### config.mk
export PLATFORM = sky130hd
export DESIGN_NAME = gamepad_reader
export DESIGN_NICKNAME = d
export VERILOG_FILES = /design/src/rtl/gamepad_pkg.sv /design/src/rtl/gamepad_bit_timer.sv /design/src/rtl/gamepad_reader.sv
export SDC_FILE = /design/constraint.sdc
export NUM_CORES = 1
export LEC_CHECK = 0
export CORE_AREA = 5 5 92 128
export CTS_CLUSTER_SIZE = 30
export DETAILED_ROUTE_END_ITERATION = 16
export DIE_AREA = 0 0 97 133
export PLACE_DENSITY = 0.73
export SLEW_MARGIN = 0
export SYNTH_ARGS = -nofsm -noshare
export SYNTH_HDL_FRONTEND = slang
export SYNTH_SLANG_ARGS = --single-unit
export TNS_END_PERCENT = 10
### constraint.sdc
create_clock -name clk -period 5.9 [get_ports clk]
set_input_delay 1.18 -clock clk [delete_from_list [all_inputs] [get_ports clk]]
set_output_delay 1.18 -clock clk [all_outputs]
set_load 0.02 [all_outputs]
### src/rtl/gamepad_pkg.sv
// Shared definitions for the gamepad reader: FSM encoding, command byte,
// response length and a small sizing helper.
package gamepad_pkg;

    typedef enum logic [2:0] {
        IDLE      = 3'd0,
        TX_BIT    = 3'd1,
        TX_STOP   = 3'd2,
        RX_WAIT   = 3'd3,
        RX_SAMPLE = 3'd4,
        RX_STOP   = 3'd5
    } gp_state_t;

    localparam logic [7:0] GP_CMD_BYTE  = 8'h01;
    localparam int         GP_RESP_BITS = 32;

    function automatic int gp_max(input int a, input int b);
        return (a > b) ? a : b;
    endfunction

endpackage

### src/rtl/gamepad_bit_timer.sv
// Loadable down-counter that saturates at zero; done is high while the count is zero.
module gamepad_bit_timer #(
    parameter int W = 9
) (
    input  logic         clk,
    input  logic         rst_n,
    input  logic         i_load,
    input  logic [W-1:0] i_load_val,
    output logic [W-1:0] o_count,
    output logic         o_done
);

    localparam logic [W-1:0] L_ONE = {{(W-1){1'b0}}, 1'b1};

    logic [W-1:0] r_count;

    // Count register: load wins over decrement.
    always_ff @(posedge clk or negedge rst_n) begin
        if (!rst_n) begin
            r_count <= {W{1'b0}};
        end else if (i_load) begin
            r_count <= i_load_val;
        end else if (r_count != {W{1'b0}}) begin
            r_count <= r_count - L_ONE;
        end else begin
            r_count <= r_count;
        end
    end

    assign o_count = r_count;
    assign o_done  = (r_count == {W{1'b0}});

endmodule

### src/rtl/gamepad_reader.sv
// Single-wire gamepad poller: sends the poll command, collects a 32-bit
// response and reports it, aborting with a timeout if the pad goes quiet.
module gamepad_reader
    import gamepad_pkg::*;
#(
    parameter int CLKS_PER_US   = 33,
    parameter int POLL_PERIOD   = 543750,
    parameter int RX_TIMEOUT_US = 8
) (
    input  logic        clk,
    input  logic        rst_n,
    input  logic        enable,
    input  logic        line_in,
    output logic        out_is_low,
    output logic [31:0] buttons,
    output logic        buttons_valid,
    output logic        timeout,
    output logic        busy
);

    localparam int TMAX = gp_max(4 * CLKS_PER_US, RX_TIMEOUT_US * CLKS_PER_US);
    localparam int TW   = $clog2(TMAX + 1);
    localparam int PW   = $clog2(POLL_PERIOD);

    localparam logic [TW-1:0] L_SLOT     = TW'(4 * CLKS_PER_US - 1);
    localparam logic [TW-1:0] L_STOP     = TW'(3 * CLKS_PER_US - 1);
    localparam logic [TW-1:0] L_HALF     = TW'(2 * CLKS_PER_US - 1);
    localparam logic [TW-1:0] L_TO       = TW'(RX_TIMEOUT_US * CLKS_PER_US - 1);
    // Low phase is active while the remaining count is at or above these marks.
    localparam logic [TW-1:0] L_LONG_LO  = TW'(CLKS_PER_US);
    localparam logic [TW-1:0] L_SHORT_LO = TW'(3 * CLKS_PER_US);
    localparam logic [TW-1:0] L_STOP_LO  = TW'(2 * CLKS_PER_US);
    localparam logic [PW-1:0] L_WRAP     = PW'(POLL_PERIOD - 1);
    localparam logic [PW-1:0] L_PONE     = PW'(1);
    localparam logic [5:0]    L_LAST_BIT = 6'(GP_RESP_BITS - 1);

    gp_state_t     r_state, w_state_nxt;
    logic [PW-1:0] r_poll_cnt;
    logic          r_sync1, r_sync2, r_sync_prev;
    logic [2:0]    r_bit_idx, w_bit_idx_nxt;
    logic [5:0]    r_rx_cnt, w_rx_cnt_nxt;
    logic [31:0]   r_shift, w_shift_nxt;
    logic          r_stop_seen, w_stop_seen_nxt;
    logic [31:0]   r_buttons, w_buttons_nxt;
    logic          r_valid, w_valid_nxt;
    logic          r_timeout, w_timeout_nxt;
    logic          r_out_low, w_out_low_nxt;
    logic          w_load;
    logic [TW-1:0] w_load_val, w_count;
    logic          w_done, w_wrap, w_fall, w_cur_bit;

    gamepad_bit_timer #(.W(TW)) u_timer (
        .clk        (clk),
        .rst_n      (rst_n),
        .i_load     (w_load),
        .i_load_val (w_load_val),
        .o_count    (w_count),
        .o_done     (w_done)
    );

    assign w_wrap    = (r_poll_cnt == L_WRAP);
    assign w_fall    = r_sync_prev & ~r_sync2;
    assign w_cur_bit = GP_CMD_BYTE[r_bit_idx];

    // Poll counter, line synchronizer and edge-history flop.
    always_ff @(posedge clk or negedge rst_n) begin
        if (!rst_n) begin
            r_poll_cnt  <= {PW{1'b0}};
            r_sync1     <= 1'b1;
            r_sync2     <= 1'b1;
            r_sync_prev <= 1'b1;
        end else begin
            r_poll_cnt  <= w_wrap ? {PW{1'b0}} : (r_poll_cnt + L_PONE);
            r_sync1     <= line_in;
            r_sync2     <= r_sync1;
            r_sync_prev <= r_sync2;
        end
    end

    // Next-state logic for the poll sequence and the timer reloads.
    always_comb begin
        w_state_nxt     = r_state;
        w_load          = 1'b0;
        w_load_val      = L_TO;
        w_bit_idx_nxt   = r_bit_idx;
        w_rx_cnt_nxt    = r_rx_cnt;
        w_shift_nxt     = r_shift;
        w_stop_seen_nxt = r_stop_seen;
        w_buttons_nxt   = r_buttons;
        w_valid_nxt     = 1'b0;
        w_timeout_nxt   = 1'b0;
        case (r_state)
            IDLE: begin
                if (w_wrap && enable) begin
                    w_state_nxt   = TX_BIT;
                    w_load        = 1'b1;
                    w_load_val    = L_SLOT;
                    w_bit_idx_nxt = 3'd7;
                end else begin
                    w_state_nxt = IDLE;
                end
            end
            TX_BIT: begin
                if (w_done && (r_bit_idx == 3'd0)) begin
                    w_state_nxt = TX_STOP;
                    w_load      = 1'b1;
                    w_load_val  = L_STOP;
                end else if (w_done) begin
                    w_bit_idx_nxt = r_bit_idx - 3'd1;
                    w_load        = 1'b1;
                    w_load_val    = L_SLOT;
                end else begin
                    w_state_nxt = TX_BIT;
                end
            end
            TX_STOP: begin
                if (w_done) begin
                    w_state_nxt  = RX_WAIT;
                    w_load       = 1'b1;
                    w_load_val   = L_TO;
                    w_rx_cnt_nxt = 6'd0;
                end else begin
                    w_state_nxt = TX_STOP;
                end
            end
            RX_WAIT: begin
                if (w_fall) begin
                    w_state_nxt = RX_SAMPLE;
                    w_load      = 1'b1;
                    w_load_val  = L_HALF;
                end else if (w_done) begin
                    w_state_nxt   = IDLE;
                    w_timeout_nxt = 1'b1;
                end else begin
                    w_state_nxt = RX_WAIT;
                end
            end
            RX_SAMPLE: begin
                if (w_done) begin
                    w_shift_nxt = {r_shift[30:0], r_sync2};
                    w_load      = 1'b1;
                    w_load_val  = L_TO;
                    if (r_rx_cnt == L_LAST_BIT) begin
                        w_state_nxt     = RX_STOP;
                        w_stop_seen_nxt = 1'b0;
                    end else begin
                        w_state_nxt  = RX_WAIT;
                        w_rx_cnt_nxt = r_rx_cnt + 6'd1;
                    end
                end else begin
                    w_state_nxt = RX_SAMPLE;
                end
            end
            RX_STOP: begin
                if (!r_stop_seen && w_fall) begin
                    w_stop_seen_nxt = 1'b1;
                    w_load          = 1'b1;
                    w_load_val      = L_TO;
                end else if (r_stop_seen && r_sync2) begin
                    w_state_nxt   = IDLE;
                    w_buttons_nxt = r_shift;
                    w_valid_nxt   = 1'b1;
                end else if (w_done) begin
                    w_state_nxt   = IDLE;
                    w_timeout_nxt = 1'b1;
                end else begin
                    w_state_nxt = RX_STOP;
                end
            end
            default: begin
                w_state_nxt = IDLE;
            end
        endcase
    end

    // Line drive: only the low phases of the command and stop bits pull low.
    always_comb begin
        w_out_low_nxt = 1'b0;
        case (r_state)
            TX_BIT: begin
                if (w_cur_bit) begin
                    w_out_low_nxt = (w_count >= L_SHORT_LO);
                end else begin
                    w_out_low_nxt = (w_count >= L_LONG_LO);
                end
            end
            TX_STOP: w_out_low_nxt = (w_count >= L_STOP_LO);
            default: w_out_low_nxt = 1'b0;
        endcase
    end

    // FSM state and registered outputs.
    always_ff @(posedge clk or negedge rst_n) begin
        if (!rst_n) begin
            r_state     <= IDLE;
            r_bit_idx   <= 3'd0;
            r_rx_cnt    <= 6'd0;
            r_shift     <= 32'h0;
            r_stop_seen <= 1'b0;
            r_buttons   <= 32'h0;
            r_valid     <= 1'b0;
            r_timeout   <= 1'b0;
            r_out_low   <= 1'b0;
        end else begin
            r_state     <= w_state_nxt;
            r_bit_idx   <= w_bit_idx_nxt;
            r_rx_cnt    <= w_rx_cnt_nxt;
            r_shift     <= w_shift_nxt;
            r_stop_seen <= w_stop_seen_nxt;
            r_buttons   <= w_buttons_nxt;
            r_valid     <= w_valid_nxt;
            r_timeout   <= w_timeout_nxt;
            r_out_low   <= w_out_low_nxt;
        end
    end

    assign out_is_low    = r_out_low;
    assign buttons       = r_buttons;
    assign buttons_valid = r_valid;
    assign timeout       = r_timeout;
    assign busy          = (r_state != IDLE);

endmodule
# After elaboration in Yosys (flattened, before gate mapping)
# Memories as Yosys holds them, arrays and structs flattened.
# Cells that the tools add are included.
# Widths: inputs -> output; s select.
[word_totals]
n_memories = 1
word_cells = 112
input_bits = 4
romBits = 8
register_bits = 112
[mem_list]
columns = ["name", "depth", "width", "rd", "rd_clocked_by_memory_dff", "write_ports", "line", "text"]
rows = [
  ["(name not given)", 8, 1, 1, 0, 0, "gamepad_reader.sv:63", "assign w_cur_bit = GP_CMD_BYTE[r_bit_idx];"],
]
[op_classes]
n_reduce_logical = 21
n_eq_ne = 17
n_addsub = 4
mux = 48
n_lt_le_gt_ge = 4
n_bitwise = 3
[ops]
columns = ["op", "n"]
rows = [
  ["$mux 9", 6],
  ["$mux 3", 11],
  ["$pmux 9 s3", 1],
  ["$add 20x1->20 const B", 1],
  ["$eq 20x20->1 const B", 1],
  ["$mux 20", 1],
  ["$ge 9x7->1 const B", 2],
  ["$mux 1", 18],
  ["$mux 6", 3],
  ["$ne 2x2->1 const B", 9],
  ["$pmux 3 s6", 1],
  ["$pmux 6 s2", 1],
  ["$reduce_and 4->1", 3],
  ["$ge 9x6->1 const B", 1],
  ["$logic_not 9->1", 1],
  ["$reduce_bool 9->1", 1],
  ["$sub 9x1->9 const B", 1],
  ["$reduce_bool 2->1", 4],
  ["$add 6x1->6 const B", 1],
  ["$eq 3x2->1 const B", 2],
  ["$eq 3x3->1 const B", 2],
  ["$eq 6x5->1 const B", 1],
  ["$logic_not 3->1", 2],
  ["$pmux 1 s2", 3],
  ["15 further kinds", 20],
]

# Depth between registers and ports, before layout
# Gate-level depths: netlist of run 1.
[logic_depth]
word_depth = 6
mapped_depth = 8
depth_no_buf = 7

# Cells and area by module
# From an unflattened synthesis of run 1, not the netlist that was laid out.
[unflattened]
cells_unflattened = 412
area_unflattened_um2 = 5082.4
[modules_own_cells]
columns = ["mod", "seq_area_each_um2", "area_each_um2", "cells_per_inst", "n_inst"]
rows = [
  ["gamepad_reader", 2581.2, 4548.1, 355, 1],
  ["gamepad_bit_timer", 225.2, 534.3, 57, 1],
]

# Least setup slack after synthesis of run 1
# OpenSTA, ideal clock, no wires.
[synth_path]
path_type = "input -> register"
startpoint = "in enable"
endpoint = "reg r_bit_idx[0]"
slack_ns = 3.818
required_ns = 5.821
path_buffers = 1
setup_time_ns = 0.079
path_stages = 5
arrival_ns = 2.003
path_cell_list = "nand2_1 > or4_1 > clkbuf_1 > nor2b_1 > mux2i_1"
[synth_between]
elab_chain_len = 3
[synth_rtl]
columns = ["item", "line", "text"]
rows = [
  ["from (decl)", "gamepad_reader.sv:12", "input logic enable,"],
  ["$logic_and 1x1->1", "gamepad_reader.sv:94", "if (w_wrap && enable) begin"],
  ["$ne 2x2->1 (no line)", "-", ""],
  ["$reduce_and 4->1 (no line)", "-", ""],
  ["to (signal assigned)", "gamepad_reader.sv:206", "r_bit_idx <= w_bit_idx_nxt;"],
  ["to (decl)", "gamepad_reader.sv:40", "logic [2:0] r_bit_idx, w_bit_idx_nxt;"],
]
# Every way passes these cells.
# A chain may end at the register's enable or synchronous reset.

# Worst setup path in the final report of run 1
[layout_path]
startpoint = "reg r_state[0]"
endpoint = "out busy"
[layout_between]
elab_chain_len = 1
[layout_rtl]
columns = ["item", "line", "text"]
rows = [
  ["from (decl)", "gamepad_reader.sv:37", "gp_state_t r_state, w_state_nxt;"],
  ["from (signal assigned)", "gamepad_reader.sv:205", "r_state <= w_state_nxt;"],
  ["$reduce_bool 3->1", "gamepad_reader.sv:221", "assign busy = (r_state != IDLE);"],
  ["to (decl)", "gamepad_reader.sv:18", "output logic busy"],
]
# Every way passes these cells.

==> results of run 1 <==
-- worst max path at each step --
stage          cells past startpoint            to  slack [ns]        from
2_1_floorplan                      5  r_bit_idx[0]        3.82      enable
3_3_place_gp                       3          busy        3.17  r_state[0]
3_5_place_dp                       3          busy        3.16  r_state[0]
4_1_cts                            3          busy        2.78  r_state[0]
5_1_grt                            3          busy        2.69  r_state[0]
6_report                           3          busy        2.78  r_state[0]
-- power by group through the flow --
stage / logic, uW / registers, uW / clock network (uW)
floorplan: 1.27 / 785 / 0
global placement: 18.8 / 785 / 0
detailed placement: 19.1 / 785 / 0
CTS: 19.1 / 770 / 594
global route: 21.6 / 770 / 625
finish: 18.0 / 770 / 580
-- area by class of cell --
class	instances	area (um2)	area share (%)
Clock buffer	11	242.7	4.134
Clock inverter	5	47.55	0.8097
Inverter	14	52.55	0.8950
Multi-Input combinational cell	268	2151	36.63
Sequential cell	112	2806	47.79
Tap cell	141	176.4	3.004
Timing Repair Buffer	40	395.4	6.733
-- placed cells by master, fill, tap and decap left out, types with 3 or more instances in the layout --
master	synthesis	routed
dfrtp_1	109	109
clkdlybuf4s50_1	0	38
mux2_2	35	35
mux2_4	29	29
nor2_1	25	24
nand2_1	22	22
xnor2_1	18	18
o21ai_0	17	17
inv_1	14	14
a21oi_1	13	13
nand3_1	12	12
ha_1	10	10
nor3_1	9	9
clkbuf_16	0	9
xor2_1	8	8
nand4_1	7	7
nor4_1	6	6
nor2b_1	6	6
nand2b_1	5	5
or3_1	3	3
nor4b_1	3	3
and3_1	3	3
o21a_1	3	3
mux2i_1	3	3
dfstp_2	3	3
-- metal layers --
layer	track usage [%]	vias to the layer above	part of all wire (%)
met1	18.33	1585	44
li1	-	1515	-
met3	3.586	24	3.5
met2	23.27	64	49
met4	5.855	0	2.7
met5	0	-	0
-- registers in the layout (all words and copies together), names as in the netlist --
name and count:
r_state 3, r_poll_cnt 20, r_sync_prev 1, r_rx_cnt 6, r_sync1 1, r_bit_idx 3
out_is_low 1, r_sync2 1, r_stop_seen 1, u_timer.o_count 9, timeout 1, buttons 32
r_shift 32, buttons_valid 1
-- per-stage QoR --
step	util (%)	worst slack, ns
5_1_grt	55.18	2.688
3_3_place_gp	52.45	3.169
6_report	55.18	2.782
2_1_floorplan	-	3.818
3_5_place_dp	52.45	3.155
4_1_cts	55.18	2.783
-- synthesized netlist by cell type (2+ instances only) --
cell type / n / area [um2]
and3_1: 3 / 18.77
nor4_1: 6 / 37.54
nand4_1: 7 / 43.79
ha_1: 10 / 125.1
xnor2_1: 18 / 157.7
o211ai_1: 2 / 15.01
nand3_1: 12 / 60.06
o21ai_0: 17 / 85.08
inv_1: 14 / 52.55
nor2_1: 25 / 93.84
buf_6: 4 / 45.04
mux2_2: 35 / 394.1
a22oi_1: 2 / 15.01
clkbuf_1: 6 / 22.52
a21oi_1: 13 / 65.06
o22ai_1: 2 / 12.51
nor4b_1: 3 / 26.28
o2111ai_1: 2 / 17.52
dfrtp_1: 109 / 2728
and2_1: 2 / 12.51
nand2_1: 22 / 82.58
mux2_4: 29 / 435.4
buf_2: 4 / 20.02
nor3_1: 9 / 45.04
and4_1: 2 / 17.52
xor2_1: 8 / 70.07
mux2i_1: 3 / 30.03
a31oi_1: 2 / 12.51
dfstp_2: 3 / 78.83
nor2b_1: 6 / 37.54
o21a_1: 3 / 22.52
or3_1: 3 / 18.77
nand2b_1: 5 / 31.28
-- cells by family (layout without fill, tap and decap cells) --
group	after synthesis	after routing	share of synthesized area [%]
xor gates and xnor gates	26	26	4.467
muxes	67	67	16.86
AOI/OAI and AO/OA	52	52	6.308
buffers and inverters	29	70	2.896
adders and majority gates	10	10	2.455
and+or+nand+nor	113	113	11.95
DFF	112	112	55.06
==> out/metrics.sh, run 1 <==
STATUS='finished clean'
CRITPATHTOPFAMILY='buffers and inverters'
FINALINSTANCEAREA_UM2=5872
CELLS_ALONG_THE_CRITICAL_PATH='nor3_1 -> inv_1 -> clkdlybuf4s50_1'
GRT_PASS1_VIAS=3172
FIN_SETUP_TNS_NS=0
WHS_NS=0.3600
MAX_FREQUENCY_MHz=320.7
CORE-AREA_UM2=10640
MIN-DELAY-PATH-CLASS='flip-flop to flip-flop'
HPWL_AFTER_DPL_UM=6184
REQUIRED_NS=4.72
SYNTH-MAIN-FF-CELL='dfrtp_1'
R2R_SLACK_NS=3.19
WORST-PATH-MAX-FANOUT=15
NETLIST-CELL-TYPE-COUNT=51
SLOWEST_CELL_ON_THE_CRITICAL_PATH='dfrtp_1'
LAYOUT_WORST_PATH_CYCLE_SHARE_PCT=52.84
ROUTE.VIAS.TOTAL=3188
CTS.ROOT.BUFFER_CELL='clkbuf_16'
DRT_WL_TOTAL_UM=8917
LAYOUTNONFILLERINSTCOUNT=591
LARGEST_NET_DEGREE_AT_THE_START_OF_GLOBAL_ROUTING=72
VIAS_PER_CELL=5.394
CTS-ROOT-TO-SINK-BUFFERS=2
GRT_FIRST_PASS_WIRELENGTH_UM=15150
HOLD_PATH.STARTPOINT='r_sync1'
PLACEDINSTANCEAREA_UM2=5582
ASYNC_FLOP_SHARE_PCT=100.0
IRDROPWORSTVDD_mV=0.2079
POWER.SWITCHING_uW=291.9
TRITONCTS.NUM_BUFFERS=9
NUM-NETS-FINAL=459
SETUP_VIOL=0
DRTITER0DRC=238
P_LEAK_uW=0.002725
FINAL_PERIOD_MINUS_WORST_SETUP_SLACK_NS=3.118
NUMBER_OF_INSTANCES_IN_THE_SYNTHESIZED_NETLIST=409
MIN_PATH_CELLS=0
PLACE.GP.CONGESTION=0.8327
SYNTH-SEQ-AREA-SHARE_PCT=55.06
LAYOUT.FILLER_CELLS=903
IOS=40
RELATIVE_MAX_TRANSITION_MARGIN_PCT=38.66
RSZ0062_AT_GRT='no'
WORST_R2R_PATH_DEPTH=4
GRT_OVERFLOW_TOTAL=0
END_KIND='primary output'
DIE_WIDTH_UM=97
DRT.ANTENNA.VIOLATING_NETS=0
POSTCTSHOLDBUFS=0
SYNTH-SEQ-CELLS=112
FLOORPLAN.ROWS=45
CRITICAL_PATH_CLASS='flip-flop to primary output'
EDFF_COUNT_SYNTH=0
REMAINING_DRC_ERRORS=0
NETLIST_AREA_UM2=5097
LAUNCH_INSTANCE_OF_THE_WORST_REGISTER_TO_REGISTER_PATH='u_timer.o_count[7]'
CRITICAL_PATH.REG2REG.ENDPOINT='r_shift[26]'
PLACE.DETAILED.INSTANCES=575
CRIT_PATH_START_KIND='flip-flop'
DESIGN.DIE.AREA_UM2=12900
DIEHEIGHT_UM=133
WORSTMARGINPINSLEW_NS=0.9179
SHARE_COMB_OF_TOTAL_POWER_PCT=1.3
FIRST_PASS_ITERS=4
PORTBUFFERS=39
POWER_REPORT.INTERNAL_TOTAL_uW=1076
CLOCK_POWER_SHARE_PCT=42.4
SEQUENTIAL_GROUP_SHARE_OF_TOTAL_POWER_PCT=56.3
FINAL_LAYOUT_SIZE_SUFFIX_GT1_SHARE_PCT=20.44
RELATIVE_AREA_CHANGE_FROM_SYNTHESIS_TO_FINAL_LAYOUT_PCT=15.19
NETSWITCHINGFRACTION_PCT=21.33
CLOCK_SINKS=112
FINCLKSKEW_NS=0.01208
DEPTH_OF_THE_CTS_H_TREE=3
MIN_DELAY_WORST_ENDPOINT='r_sync2'
ANTENNA_FOUND_INITIAL=0
INITIAL_CELL_DENSITY_OF_THE_CORE_PCT=47.90
GRT.TOTAL_USAGE_PCT=14.33
CTS_RESIZES=0
CAP_VIOL_MAX_COUNT=0
SLOWEST_DELAY_NS=0.56
WL_PER_CELL_UM=15.09
FINAL_MAX_SLEW_VIOL_COUNT=0
DIODES=0
SYNTHESIS.NETS=423
ARRIVAL_NS=1.94
CTS_TREE='built'
CLKTRANSATPATHREGS_NS=0.07
CRITPATHBUFINV=2
INSERTION_DELAY_NS=0.35
DESIGN_POWER_TOTAL_uW=1368
SYNTHESIS.YOSYS.WARNINGS=0
POSTCTSSETUPREPAIRBUFS=0
HOLD_VIOL=0
SYN-MEAN-INSTANCE-AREA_UM2=12.46
POWER.DENSITY_nW_PER_UM2=233.0
Power figures use the tool's default switching activity.
==> run 2, diff against run 1 <==
clock period = 3 ns   (was 5.9 ns; I/O delays follow)
==> out/metrics.sh, run 2 (synthesis results as in run 1) <==
STATUS='finished clean'
ARRIVAL_NS=1.93  # about the same
LAUNCH_INSTANCE_OF_THE_WORST_REGISTER_TO_REGISTER_PATH='u_timer.o_count[0]'
GRT_FIRST_PASS_WIRELENGTH_UM=15550  # +2.6%
CELLS_ALONG_THE_CRITICAL_PATH='nor3_1 -> inv_1 -> clkdlybuf4s50_1'
MAX_FREQUENCY_MHz=395.6
WORST-PATH-MAX-FANOUT=15  # unchanged
INSERTION_DELAY_NS=0.35  # about the same
LAYOUT.FILLER_CELLS=876  # -3.0%
REMAINING_DRC_ERRORS=0  # unchanged
CAP_VIOL_MAX_COUNT=0  # unchanged
HOLD_VIOL=0  # unchanged
GRT_PASS1_VIAS=3285  # +3.6%
POSTCTSHOLDBUFS=0  # unchanged
POWER.DENSITY_nW_PER_UM2=453.5  # +95%
INITIAL_CELL_DENSITY_OF_THE_CORE_PCT=47.90  # unchanged
FINAL_PERIOD_MINUS_WORST_SETUP_SLACK_NS=2.528
TRITONCTS.NUM_BUFFERS=9  # unchanged
FIN_WS_NS=0.4721  # -2.310 ns
IOS=40  # unchanged
HPWL_AFTER_DPL_UM=6218  # +0.54%
FINAL_MAX_SLEW_VIOL_COUNT=0  # unchanged
GRT_OVERFLOW_TOTAL=0  # unchanged
WORST_R2R_PATH_DEPTH=7  # +3
CRIT_PATH_START='r_state[0]'
SETUP_VIOL=0  # unchanged
AREA_OCCUPIED_BY_REGISTERS_UM2=2806  # unchanged
LAYOUT_WORST_PATH_CYCLE_SHARE_PCT=84.26
RELATIVE_AREA_CHANGE_FROM_SYNTHESIS_TO_FINAL_LAYOUT_PCT=16.15
RELATIVE_MAX_TRANSITION_MARGIN_PCT=42.92  # +4.3 points
DIE_WIDTH_UM=97  # unchanged
MOSTFREQUENTLAYOUTCELLS='dfrtp_1 (109), clkdlybuf4s50_1 (38), mux2_2 (35)'
FINALINSTANCEAREA_UM2=5921  # +0.83%
FIN_SETUP_TNS_NS=0  # unchanged
VIAS_PER_CELL=5.390  # about the same
DIEHEIGHT_UM=133  # unchanged
CTS-ROOT-TO-SINK-BUFFERS=2  # unchanged
PLACE.GP.CONGESTION=0.8556  # +2.8%
R2R_SLACK_NS=0.67  # -2.52 ns
FIRST_PASS_ITERS=4  # unchanged
CTS_TREE='built'
DIODES=0  # unchanged
CRITICAL_PATH_CELL_COUNT=3  # unchanged
IRDROPWORSTVDD_mV=0.3591  # +73%
DRT.ANTENNA.VIOLATING_NETS=0  # unchanged
LARGEST_NET_DEGREE_AT_THE_START_OF_GLOBAL_ROUTING=48  # -33%
DEPTH_OF_THE_CTS_H_TREE=3  # unchanged
WORSTMARGINPINSLEW_NS=0.8484  # -0.06947 ns
SLOWEST_DELAY_NS=0.57  # about the same
POSTCTSSETUPREPAIRBUFS=0  # unchanged
PLACEDINSTANCEAREA_UM2=5639  # +1.0%
WORSTSETUPENDPOINT='busy'
SLOWEST_CELL_ON_THE_CRITICAL_PATH='dfrtp_1'
CRIT_PATH_START_KIND='flip-flop'
CRITICAL_PATH_CLASS='flip-flop to primary output'
ROUTE.VIAS.TOTAL=3218  # +0.94%
CRITICAL_PATH.REG2REG.ENDPOINT='r_shift[13]'
DESIGN.DIE.AREA_UM2=12900  # unchanged
REQUIRED_NS=2.40  # -2.32 ns
CRITPATHBUFINV=2  # unchanged
MIN-DELAY-PATH-CLASS='input port to asynchronous set/reset pin'
GRT.TOTAL_USAGE_PCT=14.52  # +0.19 points
MULTIINPUTGATEAREA_UM2=2151  # unchanged
RSZ0062_AT_GRT='no'
CTS.ROOT.BUFFER_CELL='clkbuf_16'
END_KIND='primary output'
CLKTRANSATPATHREGS_NS=0.07  # about the same
WHS_NS=0.2496  # -0.1105 ns
DRT_WL_TOTAL_UM=9059  # +1.6%
CRITPATHTOPFAMILY='buffers and inverters'
FINAL_LAYOUT_SIZE_SUFFIX_GT1_SHARE_PCT=21.49  # +1.0 points
FINCLKSKEW_NS=0.009414  # -0.002668 ns
PORTBUFFERS=39  # unchanged
LAYOUT_COMMONEST_CELL='dfrtp_1'
CORE-AREA_UM2=10640  # unchanged
WL_PER_CELL_UM=15.17  # +0.57%
CTS_RESIZES=0  # unchanged
FLOORPLAN.ROWS=45  # unchanged
CLOCK_SINKS=112  # unchanged
P_LEAK_uW=0.002755  # +1.1%
DETAILEDPLACE.WORSTSLACK_NS=0.7099  # -2.445 ns
DRTITER0DRC=180  # -24%
ANTENNA_FOUND_INITIAL=0  # unchanged
NUM-NETS-FINAL=465  # +1.3%
-- run 2: per-stage QoR --
step	std cells	utilization, %	power (uW)
after floorplan	409	-	1546
after global placement	581	52.99	1583
after detailed placement	581	52.99	1584
after CTS	597	55.64	2712
after global routing	597	55.64	2786
final	597	55.64	2685
-- run 2: layout make-up --
type,instances,share of cell area (%)
clock buffers,10,3.867
clock inverters,6,0.8876
inverters,14,0.8876
multi-input cells,268,36.33
flip-flops and latches,112,47.40
well taps,141,2.980
repair buffers,46,7.650
-- run 2: worst min-delay path by stage --
| stage | cells after the start | slack [ns] | endpoint |
|---|---|---|---|
| 2_1_floorplan | 0 | 0.30 | buttons[0] |
| 3_3_place_gp | 0 | 0.35 | r_sync2 |
| 3_5_place_dp | 0 | 0.35 | r_sync2 |
| 4_1_cts | 1 | 0.26 | buttons[24] |
| 5_1_grt | 1 | 0.28 | buttons[24] |
| 6_report | 1 | 0.25 | buttons[24] |
-- run 2: power breakdown --
part           switching [uW]  internal (uW)  leakage, uW
Combinational            31.1           7.61      0.00113
Clock                     556            577     0.000136
Sequential               1.53           1510      0.00149
-- run 2: per-layer routing --
| metal | share of wire [%] | wire length [um] | GRT usage [%] | up-vias |
|---|---|---|---|---|
| met1 | 44 | 3972 | 17.62 | 1622 |
| li1 | - | - | - | 1532 |
| met5 | 0 | 0 | 0 | - |
| met2 | 52 | 4676 | 25.23 | 54 |
| met3 | 2.9 | 263 | 3.323 | 10 |
| met4 | 1.6 | 146 | 5.230 | 0 |
==> run 3, diff against run 2 <==
clock period = 2.53 ns   (was 3 ns; I/O delays follow)
==> out/metrics.sh, run 3 (synthesis results as in run 1) <==
DRT.ANTENNA.VIOLATING_NETS=0  # unchanged
TRITONCTS.NUM_BUFFERS=9  # unchanged
TOP_LAYER='met4'
REQUIRED_NS=2.02  # -0.38 ns
FIN_SETUP_TNS_NS=0  # unchanged
SLOWEST_CELL_ON_THE_CRITICAL_PATH='dfrtp_1'
LAYOUT_WORST_PATH_CYCLE_SHARE_PCT=91.68
LAYOUT.FILLER_CELLS=868  # -0.91%
CRITPATHTOPFAMILY='buffers and inverters'
ARRIVAL_NS=1.81  # -0.12 ns
ANTENNA_FOUND_INITIAL=0  # unchanged
MAX_FREQUENCY_MHz=431.1
CRITPATHBUFINV=2  # unchanged
WHS_NS=0.1521  # -0.09745 ns
DRT_WL_TOTAL_UM=9135  # +0.84%
PLACE.GP.CONGESTION=0.8905  # +4.1%
VIAS_PER_CELL=5.331  # -1.1%
CAP_VIOL_MAX_COUNT=0  # unchanged
LARGEST_NET_DEGREE_AT_THE_START_OF_GLOBAL_ROUTING=48  # unchanged
CLKTRANSATPATHREGS_NS=0.08  # about the same
LAYOUT_COMMONEST_CELL='dfrtp_1'
WORST-PATH-MAX-FANOUT=15  # unchanged
GRT_FIRST_PASS_WIRELENGTH_UM=16010  # +3.0%
RSZ0062_AT_GRT='no'
RELATIVE_AREA_CHANGE_FROM_SYNTHESIS_TO_FINAL_LAYOUT_PCT=16.94
HOLD_VIOL=0  # unchanged
CRIT_PATH_START_KIND='flip-flop'
MOSTFREQUENTLAYOUTCELLS='dfrtp_1 (109), clkdlybuf4s50_1 (38), mux2_2 (35)'
WORSTMARGINPINSLEW_NS=0.6055  # -0.2429 ns
DIE_WIDTH_UM=97  # unchanged
FLOORPLAN.ROWS=45  # unchanged
HPWL_AFTER_DPL_UM=6492  # +4.4%
ROUTE.VIAS.TOTAL=3193  # -0.78%
DIODES=0  # unchanged
FIRST_PASS_ITERS=4  # unchanged
INITIAL_CELL_DENSITY_OF_THE_CORE_PCT=47.90  # unchanged
INSERTION_DELAY_NS=0.35  # about the same
POSTCTSHOLDBUFS=0  # unchanged
GRT_OVERFLOW_TOTAL=0  # unchanged
GRT.TOTAL_USAGE_PCT=15.13  # +0.61 points
CELLS_ALONG_THE_CRITICAL_PATH='nor3_2 -> inv_1 -> clkdlybuf4s50_1'
P_LEAK_uW=0.002771  # +0.58%
FINAL_MAX_SLEW_VIOL_COUNT=0  # unchanged
IOS=40  # unchanged
DEPTH_OF_THE_CTS_H_TREE=3  # unchanged
CRITICAL_PATH_CLASS='flip-flop to primary output'
MIN-DELAY-PATH-CLASS='input port to asynchronous set/reset pin'
ROUTE.LAYER.MET1.WL_UM=4031  # +1.5%
POWER.DENSITY_nW_PER_UM2=543.9  # +20%
FINAL_PERIOD_MINUS_WORST_SETUP_SLACK_NS=2.319
REMAINING_DRC_ERRORS=0  # unchanged
WL_PER_CELL_UM=15.25  # +0.50%
CTS.ROOT.BUFFER_CELL='clkbuf_16'
MET3_LENGTH_UM=258  # -1.9%
FINCLKSKEW_NS=0.01005  # +0.0006369 ns
FINAL_LAYOUT_SIZE_SUFFIX_GT1_SHARE_PCT=22.27  # +0.78 points
END_KIND='primary output'
CTS_TREE='built'
GRT_PASS1_VIAS=3336  # +1.6%
SETUP_VIOL=0  # unchanged
PORTBUFFERS=39  # unchanged
DIEHEIGHT_UM=133  # unchanged
NUM-NETS-FINAL=467  # +0.43%
IRDROPWORSTVDD_mV=0.3507  # -2.3%
CLOCK_SINKS=112  # unchanged
STATUS='finished clean'
DRTITER0DRC=90  # -50%
SLOWEST_DELAY_NS=0.55  # -0.02 ns
RELATIVE_MAX_TRANSITION_MARGIN_PCT=59.63  # +17 points
CTS-ROOT-TO-SINK-BUFFERS=2  # unchanged
CORE-AREA_UM2=10640  # unchanged
DESIGN.DIE.AREA_UM2=12900  # unchanged
WL_MET2_UM=4677  # about the same
==> run 3: changes by cell type in the layout (fill, tap and decap cells not counted), sizes merged <==
cell,change
buf,+2
clkinv,-1
clkinvlp,+1
==> run 3: layout make-up <==
class / instances / area [um2] / share of cell area [%]
flip-flops and latches: 112 / 2806 / 47.08
repair buffers: 48 / 467.9 / 7.851
multi-input cells: 268 / 2156 / 36.17
well taps: 141 / 176.4 / 2.960
inverters: 14 / 52.55 / 0.8816
clock buffers: 10 / 239.0 / 4.009
clock inverters: 6 / 62.56 / 1.050
==> run 3: per-layer routing <==
| metal | vias to the layer above | track usage (%) |
|---|---|---|
| met5 | - | 0 |
| met3 | 12 | 3.428 |
| met1 | 1595 | 18.61 |
| met2 | 50 | 25.54 |
| met4 | 0 | 6.479 |
| li1 | 1536 | - |
==> run 3: timing repair <==
| action | 4_1_cts | 5_1_grt |
|---|---|---|
| buffers inserted | 0 | 0 |
| gates resized for setup | 0 | 1 |
| endpoints found under the setup margin | 0 | 1 |
==> run 3: power by group <==
group | internal, uW | leakage, uW | switching (uW)
clock | 719 | 0.000142 | 682
sequential | 1790 | 0.00149 | 1.73
combinational | 9.01 | 0.00114 | 37.1
==> run 3: worst paths after layout <==
kind	cells past startpoint	slack (ns)	endpoint	startpoint
worst max-delay path	3	0.21	busy	r_state[1]
worst min-delay path	1	0.15	r_shift[26]	rst_n
worst max register to register	4	0.30	r_shift[10]	u_timer.o_count[6]
worst min register to register	0	0.36	r_sync2	r_sync1
max in group asynchronous	2	1.65	r_shift[17]	rst_n
min in group clk	0	0.36	r_sync2	r_sync1
==> run 3: worst register-to-register path, stage by stage, from the launching register on <==
cell and delay (ns):
dfrtp_1 0.45, or4_4 0.57, nor3_2 0.26, nand2_4 0.39, mux2_4 0.45
==> run 3: stage by stage <==
stage / cells / util, % / setup slack [ns] / total power [uW] / instance area [um2]
2_1_floorplan: 409 / - / 0.5617 / 1833 / 5097
3_3_place_gp: 583 / 53.13 / 0.3317 / 1878 / 5654
3_5_place_dp: 583 / 53.13 / 0.2673 / 1880 / 5654
4_1_cts: 599 / 55.97 / 0.09472 / 3283 / 5956
5_1_grt: 599 / 56.01 / 0.1058 / 3368 / 5961
6_report: 599 / 56.01 / 0.2106 / 3242 / 5961
